$ cat src/rtl/fetch_unit_if.sv
// Fetch unit bus bundle: imem request/response channel and the
// {instr, pc} valid/ready channel toward decode.
interface fetch_unit_if;
    logic        imem_req_valid;
    logic        imem_req_ready;
    logic [31:0] imem_req_addr;
    logic        imem_rsp_valid;
    logic [31:0] imem_rsp_data;
    logic        instr_valid;
    logic        instr_ready;
    logic [31:0] instr;
    logic [31:0] instr_pc;

    modport master (
        output imem_req_valid,
        output imem_req_addr,
        input  imem_req_ready,
        input  imem_rsp_valid,
        input  imem_rsp_data,
        output instr_valid,
        output instr,
        output instr_pc,
        input  instr_ready
    );

    modport slave (
        input  imem_req_valid,
        input  imem_req_addr,
        output imem_req_ready,
        output imem_rsp_valid,
        output imem_rsp_data,
        input  instr_valid,
        input  instr,
        input  instr_pc,
        output instr_ready
    );
endinterface

$ cat src/rtl/fetch_unit.sv
// Fetch front end: PC, imem request credits, prefetch FIFO, redirects.
// Define MISALIGN_TRAP_EN to halt on a misaligned redirect target.
module fetch_unit #(
    parameter logic [31:0] RESET_PC        = 32'h0000_0000,
    parameter int          FIFO_DEPTH      = 4,
    parameter int          MAX_OUTSTANDING = 2
) (
    input  logic          clk,
    input  logic          rst_n,
    fetch_unit_if.master  bus,
    input  logic [1:0]    pcsrc,
    input  logic [31:0]   redirect_pc,
    input  logic [31:0]   imm_ext,
    input  logic [31:0]   alu_result,
    output logic          fetch_misalign
);
    localparam int AW = $clog2(FIFO_DEPTH);
    localparam int CW = AW + 1;
    localparam int OW = $clog2(MAX_OUTSTANDING + 1);

    logic [31:0]   fetch_pc;
    logic [31:0]   rsp_pc;
    logic [31:0]   raw_target;
    logic [31:0]   target;
    logic [OW-1:0] outstanding;
    logic [OW-1:0] out_next;
    logic [OW-1:0] drop_cnt;
    logic [CW-1:0] count;
    logic [AW-1:0] wptr;
    logic [AW-1:0] rptr;
    logic [31:0]   data_q [FIFO_DEPTH];
    logic [31:0]   pc_q   [FIFO_DEPTH];
    logic          redirect_req;
    logic          redirect;
    logic          halted;
    logic          accept;
    logic          drop;
    logic          push;
    logic          pop;

    assign redirect_req = (pcsrc == 2'b01) || (pcsrc == 2'b10);
    assign raw_target   = (pcsrc == 2'b10) ? {alu_result[31:1], 1'b0}
                                           : redirect_pc + imm_ext;

`ifdef MISALIGN_TRAP_EN
    localparam logic [0:0] RUN  = 1'b0;
    localparam logic [0:0] HALT = 1'b1;

    logic [0:0] state;
    logic       trap;

    assign redirect = redirect_req && !halted;
    assign target   = raw_target;
    assign trap     = redirect && (raw_target[1:0] != 2'b00);
    assign halted   = (state == HALT);

    always_ff @(posedge clk or negedge rst_n) begin
        if (!rst_n) begin
            state          <= RUN;
            fetch_misalign <= 1'b0;
        end else if (trap) begin
            state          <= HALT;
            fetch_misalign <= 1'b1;
        end
    end
`else
    assign redirect       = redirect_req;
    assign target         = raw_target & ~32'h3;
    assign halted         = 1'b0;
    assign fetch_misalign = 1'b0;
`endif

    // Credits cover both in-flight requests and buffered words.
    assign bus.imem_req_valid = rst_n && !redirect && !halted
        && (32'(outstanding) < MAX_OUTSTANDING)
        && (32'(outstanding) + 32'(count) < FIFO_DEPTH);
    assign bus.imem_req_addr  = fetch_pc;

    assign accept   = bus.imem_req_valid && bus.imem_req_ready;
    assign drop     = (drop_cnt != '0);
    assign push     = bus.imem_rsp_valid && !drop && !redirect && !halted;
    assign pop      = bus.instr_valid && bus.instr_ready && !redirect;
    assign out_next = outstanding + OW'(accept) - OW'(bus.imem_rsp_valid);

    assign bus.instr_valid = (count != '0);
    assign bus.instr       = data_q[rptr];
    assign bus.instr_pc    = pc_q[rptr];

    always_ff @(posedge clk or negedge rst_n) begin
        if (!rst_n) begin
            fetch_pc    <= RESET_PC;
            rsp_pc      <= RESET_PC;
            outstanding <= '0;
            drop_cnt    <= '0;
            count       <= '0;
            wptr        <= '0;
            rptr        <= '0;
            for (int i = 0; i < FIFO_DEPTH; i++) begin
                data_q[i] <= '0;
                pc_q[i]   <= '0;
            end
        end else begin
            outstanding <= out_next;
            if (redirect) begin
                // Everything still in flight belongs to the old path.
                fetch_pc <= target;
                rsp_pc   <= target;
                drop_cnt <= out_next;
                count    <= '0;
                wptr     <= '0;
                rptr     <= '0;
            end else begin
                if (accept)
                    fetch_pc <= fetch_pc + 32'd4;
                if (bus.imem_rsp_valid && drop)
                    drop_cnt <= drop_cnt - 1'b1;
                if (push) begin
                    data_q[wptr] <= bus.imem_rsp_data;
                    pc_q[wptr]   <= rsp_pc;
                    wptr         <= wptr + 1'b1;
                    rsp_pc       <= rsp_pc + 32'd4;
                end
                if (pop)
                    rptr <= rptr + 1'b1;
                count <= count + CW'(push) - CW'(pop);
            end
        end
    end

    no_overflow: assert property (@(posedge clk) disable iff (!rst_n)
        !(push && !pop && count == CW'(FIFO_DEPTH)));
endmodule

$ cat src/flat_wrapper.sv
// flat-port wrapper written by rule: the top's interface ports become plain ports
module fetch_unit_flat 
#(
    parameter logic [31:0] RESET_PC        = 32'h0000_0000,
    parameter int          FIFO_DEPTH      = 4,
    parameter int          MAX_OUTSTANDING = 2
)
  (clk, rst_n, pcsrc, redirect_pc, imm_ext, alu_result, fetch_misalign, bus_imem_req_valid, bus_imem_req_addr, bus_imem_req_ready, bus_imem_rsp_valid, bus_imem_rsp_data, bus_instr_valid, bus_instr, bus_instr_pc, bus_instr_ready);
  fetch_unit_if bus_i ();
  input  logic clk;
  input  logic rst_n;
  input  logic [1:0] pcsrc;
  input  logic [31:0] redirect_pc;
  input  logic [31:0] imm_ext;
  input  logic [31:0] alu_result;
  output logic fetch_misalign;
  output wire logic [$bits(bus_i.imem_req_valid)-1:0] bus_imem_req_valid;
  output wire logic [$bits(bus_i.imem_req_addr)-1:0] bus_imem_req_addr;
  input wire logic [$bits(bus_i.imem_req_ready)-1:0] bus_imem_req_ready;
  input wire logic [$bits(bus_i.imem_rsp_valid)-1:0] bus_imem_rsp_valid;
  input wire logic [$bits(bus_i.imem_rsp_data)-1:0] bus_imem_rsp_data;
  output wire logic [$bits(bus_i.instr_valid)-1:0] bus_instr_valid;
  output wire logic [$bits(bus_i.instr)-1:0] bus_instr;
  output wire logic [$bits(bus_i.instr_pc)-1:0] bus_instr_pc;
  input wire logic [$bits(bus_i.instr_ready)-1:0] bus_instr_ready;
  assign bus_imem_req_valid = bus_i.imem_req_valid;
  assign bus_imem_req_addr = bus_i.imem_req_addr;
  assign bus_i.imem_req_ready = bus_imem_req_ready;
  assign bus_i.imem_rsp_valid = bus_imem_rsp_valid;
  assign bus_i.imem_rsp_data = bus_imem_rsp_data;
  assign bus_instr_valid = bus_i.instr_valid;
  assign bus_instr = bus_i.instr;
  assign bus_instr_pc = bus_i.instr_pc;
  assign bus_i.instr_ready = bus_instr_ready;
  fetch_unit #(.RESET_PC(RESET_PC), .FIFO_DEPTH(FIFO_DEPTH), .MAX_OUTSTANDING(MAX_OUTSTANDING)) u_core (.clk(clk), .rst_n(rst_n), .bus(bus_i), .pcsrc(pcsrc), .redirect_pc(redirect_pc), .imm_ext(imm_ext), .alu_result(alu_result), .fetch_misalign(fetch_misalign));
endmodule
$ cat config.mk
export PLATFORM = sky130hd
export DESIGN_NAME = fetch_unit_flat
export DESIGN_NICKNAME = d
export VERILOG_FILES = /design/src/rtl/fetch_unit_if.sv /design/src/rtl/fetch_unit.sv /design/src/flat_wrapper.sv
export SDC_FILE = /design/constraint.sdc
export NUM_CORES = 1
export LEC_CHECK = 0
export CAP_MARGIN = 10
export CORE_MARGIN = 5
export CORE_UTILIZATION = 40
export CTS_CLUSTER_DIAMETER = 200
export DETAILED_ROUTE_END_ITERATION = 16
export GPL_TIMING_DRIVEN = 0
export PLACE_DENSITY = 0.68
export SLEW_MARGIN = 25
export SYNTH_ARGS = -nofsm -noshare
export SYNTH_HDL_FRONTEND = slang
export SYNTH_SLANG_ARGS = --single-unit
export TNS_END_PERCENT = 100
$ cat constraint.sdc
create_clock -name clk -period 6.2 [get_ports clk]
set_clock_uncertainty 0.2 [all_clocks]
set_input_delay 0.62 -clock clk [delete_from_list [all_inputs] [get_ports clk]]
set_output_delay 0.62 -clock clk [all_outputs]
set_load 0.03 [all_outputs]
== Yosys cells after proc, flatten, opt, wreduce, memory -nomap -nowiden ==
Cells that the tools add are included.
W data, S select, Z words.

* Div/mod/pow operators: 0
* Multiplexer cells: 22
* Multiply operators: 0
* Shifts and indexed selects: 0
* Bitwise gates (word level): 3
* Magnitude comparators: 5
* Add/sub/neg operators: 11
* Equal/unequal tests: 2
* Reductions and logical operators: 20

{| class="wikitable"
|+ Operator list
! operator !! number
|-
| $mux W32 || 10
|-
| $bwmux W128 || 2
|-
| $bmux W32 S2 || 2
|-
| $add A32 B3 Y32 const B || 2
|-
| $demux W32 S2 || 1
|-
| $add A32 B32 Y32 || 1
|-
| $lt A32 B3 Y1 const B || 1
|-
| $mux W2 || 6
|-
| $logic_and A1 B1 Y1 || 10
|-
| $reduce_bool A2 Y1 || 5
|-
| $ge A3 B3 Y1 const B || 2
|-
| $not A2 Y3 || 2
|-
| $add A2 B1 Y2 const B || 2
|-
| $add A2 B3 Y4 || 1
|-
| $add A3 B1 Y3 || 1
|-
| $lt A3 B1 Y1 const B || 1
|-
| $mux W3 || 1
|-
| $reduce_bool A3 Y1 || 1
|-
| $sub A3 B1 Y3 || 1
|-
| $add A2 B1 Y2 || 1
|-
| $eq A2 B1 Y1 const B || 1
|-
| $eq A2 B2 Y1 const B || 1
|-
| $logic_not A1 Y1 || 2
|-
| $lt A2 B2 Y1 const B || 1
|-
| 5 further kinds || 5
|}

* Input port bits: 135
* Memory bits (read-only): 0
* Output and inout bits: 99
* Bits in writable memories: 0
* Register bits after elaboration: 331
* Latch bits: 0
* Memories kept: 0

== Depth between registers and ports, before layout ==
* Depth after elaboration: 10
* Gate-level depth with buffers: 12
* Mapped depth without buffers: 11

== Worst setup path before layout ==
Ideal clock, no wire load.

* Path kind: input to register
* From: input redirect_pc[1]
* To: register u_core.fetch_pc[26] (netlist: u_core.bus.imem_req_addr[26])
* Cell stages on the path: 9
* Path slack: 3.064 ns
* Arrival time: 2.842 ns
* Data required time: 5.906 ns
* Path buffers: 0
* Path through: ha_1 > a31o_1 > or4_4 > a31oi_4 > nor3b_2 > or3b_4 > nand3_1 > mux2_2 > a211oi_1

* Longest elaborated chain between the ends: 3

{| class="wikitable"
|+ Ends and longest elaborated chain
! element !! RTL line !! text
|-
| start: declaration || flat_wrapper.sv:13 || <nowiki>input logic [31:0] redirect_pc;</nowiki>
|-
| $add A32 B32 Y32 || fetch_unit.sv:43 || <nowiki>: redirect_pc + imm_ext;</nowiki>
|-
| $mux W32 || fetch_unit.sv:42 || <nowiki>assign raw_target = (pcsrc == 2'b10) ? {alu_result[31:1], 1'b0}</nowiki>
|-
| $mux W32 || fetch_unit.sv:104 || <nowiki>if (redirect) begin</nowiki>
|-
| end signal: assignment || fetch_unit.sv:106 || <nowiki>fetch_pc <= target;</nowiki>
|-
| end signal: assignment || fetch_unit.sv:114 || <nowiki>fetch_pc <= fetch_pc + 32'd4;</nowiki>
|-
| end: declaration || fetch_unit.sv:21 || <nowiki>logic [31:0] fetch_pc;</nowiki>
|}

Every way passes these cells.
A chain may end at the register's enable or synchronous reset.

== Worst setup path after layout ==
* From: register u_core.rptr[0]
* To: output bus_instr_pc[13]

* Longest elaborated chain between the ends: 4

{| class="wikitable"
|+ Ends and longest elaborated chain
! element !! RTL line !! text
|-
| start: declaration || fetch_unit.sv:30 || <nowiki>logic [AW-1:0] rptr;</nowiki>
|-
| start signal: assignment || fetch_unit.sv:124 || <nowiki>rptr <= rptr + 1'b1;</nowiki>
|-
| $not A2 Y3 (implied by the code) || fetch_unit.sv:87 || <nowiki>assign bus.instr_pc = pc_q[rptr];</nowiki>
|-
| $bmux W32 S2 || fetch_unit.sv:87 ||
|-
| $mux W32 (implied by the code) (2 in series) || fetch_unit.sv:87 ||
|-
| end: declaration || flat_wrapper.sv:24 || <nowiki>output wire logic [$bits(bus_i.instr_pc)-1:0] bus_instr_pc;</nowiki>
|}

Every way passes these cells. The select of a mux whose other input is x is not followed.

==> impl_metrics.tcl <==
set metrics [dict create \
    synth-async-reset-ratio 1.00 \
    viasPerCell 5.42 \
    period_minus_slack_ns 4.27 \
    worstMarginPinSlew_ns 0.989 \
    dieArea_sq_um 44800 \
    fin_cells 2132 \
    place.gp.congestion 0.890 \
    crit_fanout 10 \
    post-dp-hpwl_mm 32.4 \
    ys_top_cells_by_count "319 x dfrtp_1, 236 x mux2_2, 97 x nand2_1" \
    pin_count 234 \
    tns_ns 0 \
    arrival_ns 3.45 \
    finalInstanceArea_sq_um 20600 \
    synth_cell_type_count 65 \
    netlist_top_cells_area "dfrtp_1 49%, mux2_2 16%, mux4_2 8.6%" \
    grt_pass1_wl_mm 69.6 \
    grt-ovfl-total 0 \
    maxCapViolCount 0 \
    cts.repair_timing.setup_buffer_count 0 \
    slew_headroom 0.334 \
    whs_ns 0.278 \
    dpl_cell_area_sq_um 19300 \
    ir_drop_v 0.000172 \
    ys_seq_area_frac 0.491 \
    rsz0062_at_grt "no" \
    synthXorXnorAreaFrac 0.0382 \
    core_area_sq_um 40000 \
    area_growth_pct 26.6 \
    pre_cts_ws_ns 2.09 \
    drv_slew 0 \
    yosysMostFrequentCell "dfrtp_1" \
    htreeDepth 2 \
    ys_ff_latch 319 \
    grtUsageTotal 0.194 \
    cp_top_family "buffers and inverters" \
    drt_iter0_markers 592 \
    wl_mm 43.7 \
    synth-edff-count 0 \
    nets 1760 \
    ctsLongestPathBuffers 3 \
    power_mw 8.70 \
    die_w_um 212 \
    diodes 0 \
    synth_top_area_frac 0.491 \
    grt_pass1_vias 12617 \
    path_clk_slew_ns 0.06 \
    hp-start "u_core.pc_q[14]" \
    synth_largest_area_cell "dfrtp_1" \
    r2r_start "u_core.drop_cnt[0]" \
    start_kind "flop" \
    cp.buffers_inverters 3 \
    synthSimpleGateAreaFrac 0.0779 \
    cts.sinks 319 \
    hold_buffers 1 \
    synth_compound_gate_area_share 0.0834 \
    clkLatencyLatePin_ns 0.51 \
    num_vias 11560 \
    setup_viol 0 \
    final_hold_viol_count 0 \
    n_fill_cell 3517 \
    drive_gt1_frac 0.239 \
    root_buffer "clkbuf_16" \
    grt_max_degree 100 \
    cts_resized 0 \
    required_ns 5.38 \
    synth.area.mux_share 0.251 \
    drc 0 \
    drt_first_pass_iters 6 \
    cts_buffers 36 \
    die_height_um 212 \
    synth_top_family_by_area "multiplexers" \
    yosys.area_share.adder 0.0343 \
    period_share 0.688 \
    syn_area_per_cell_sq_um 12.4 \
    start_util 0.407 \
    path_cells "clkbuf_1 > buf_1 > mux4_2 > clkdlybuf4s50_1" \
    fmax_mhz 234 \
    ant_nets 0 \
    hold_class "reg2reg" \
    outcome "finished clean" \
    leakage_nw 9.06 \
    grt_antenna_before_repair 0 \
    cts_tree "built" \
    setup_ws_ns 1.93 \
    synth_cells 1309 \
    wl_per_cell_um 20.5 \
    synthFlopType "dfrtp_1" \
    max_stage_delay_ns 0.77 \
    port_buffers 226 \
    fin_util 0.515 \
    dp.cells 2067 \
    end_kind "output pin" \
    power_density_nw_per_um2 423 \
    slowest_stage "buf_1" \
    synthesis.area_sq_um 16300 \
    critical_path_class "reg2out" \
    startpoint "u_core.rptr[0]" \
    fp-row-count 73 \
    ys_warn_count 0 \
]
[power by group]
part / internal (mW) / total [mW] / switching, mW
Sequential: 2.64 / 3.02 / 0.378
Clock: 1.43 / 2.27 / 0.843
Combinational: 1.65 / 3.41 / 1.76
[cells in the final DEF (no fill, tap or decap), types with 7 or more instances in the layout]
cell / netlist / layout
dfrtp_1: 319 / 319
mux2_2: 236 / 236
clkdlybuf4s50_1: 0 / 225
nand2_1: 97 / 97
a21oi_1: 70 / 70
mux4_2: 62 / 62
clkbuf_1: 55 / 57
nor2_1: 52 / 52
o21ai_0: 43 / 43
ha_1: 43 / 43
clkbuf_16: 0 / 37
xnor2_1: 36 / 36
xor2_1: 35 / 35
nand3_1: 33 / 33
inv_1: 29 / 29
and3_1: 26 / 26
nand4_1: 16 / 16
a21o_1: 11 / 11
clkbuf_8: 0 / 11
a31oi_1: 10 / 10
nor3_1: 9 / 9
a211oi_1: 9 / 9
buf_1: 9 / 8
nand2b_1: 8 / 8
a221oi_1: 7 / 7
[worst min-delay path: cells and delay by family, from the launching register on]
kind,cells,cell delay [ns]
AO/OA/AOI/OAI,1,0.06
flip-flops,1,0.34
AND/OR/NAND/NOR,1,0.05
[routing by layer]
metal,wire [um],up-vias,share of wire,global-route usage
met2,21100,329,0.48,0.329
met5,0,-,0,0
met4,877,0,0.020,0.0426
met1,19100,5799,0.44,0.257
met3,2660,64,0.061,0.0440
li1,-,5368,-,-
[worst paths after layout]
| path | end | slack, ns | cells past startpoint |
|---|---|---|---|
| worst max-delay path | bus_instr_pc[13] | 1.93 | 4 |
| min in group asynchronous | u_core.data_q[124] | 0.43 | 2 |
| worst max register to register | u_core.data_q[122] | 3.00 | 8 |
| worst min-delay path | u_core.pc_q[14] | 0.28 | 2 |
| max in group asynchronous | u_core.pc_q[82] | 4.14 | 4 |
| worst min register to register | u_core.pc_q[14] | 0.28 | 2 |
[layout make-up]
class / instances / area [sq um] / share of cell area
buffer: 69 / 279 / 0.0136
clock buffer: 50 / 1080 / 0.0527
clock inverter: 14 / 209 / 0.0101
inverter: 30 / 113 / 0.00547
multi-input combinational: 895 / 7910 / 0.384
sequential: 319 / 7980 / 0.388
tap: 525 / 657 / 0.0319
timing repair buffer: 230 / 2360 / 0.115
[logic make-up after synthesis]
kind of cell	count (synthesis)
buffers and inverters	99
other	1
XOR/XNOR	71
AO/OA/AOI/OAI	209
flip-flops	319
AND/OR/NAND/NOR	265
multiplexers	301
adder cells (fa/ha/maj)	44
[state kept, by name (all words and copies together) (netlist names)]
register                  count
u_core.data_q               128
u_core.pc_q                 120
u_core.bus.imem_req_addr     30
u_core.rsp_pc                30
u_core.count                  3
u_core.drop_cnt               2
u_core.outstanding            2
u_core.rptr                   2
u_core.wptr                   2
Power figures use the tool's default switching activity.
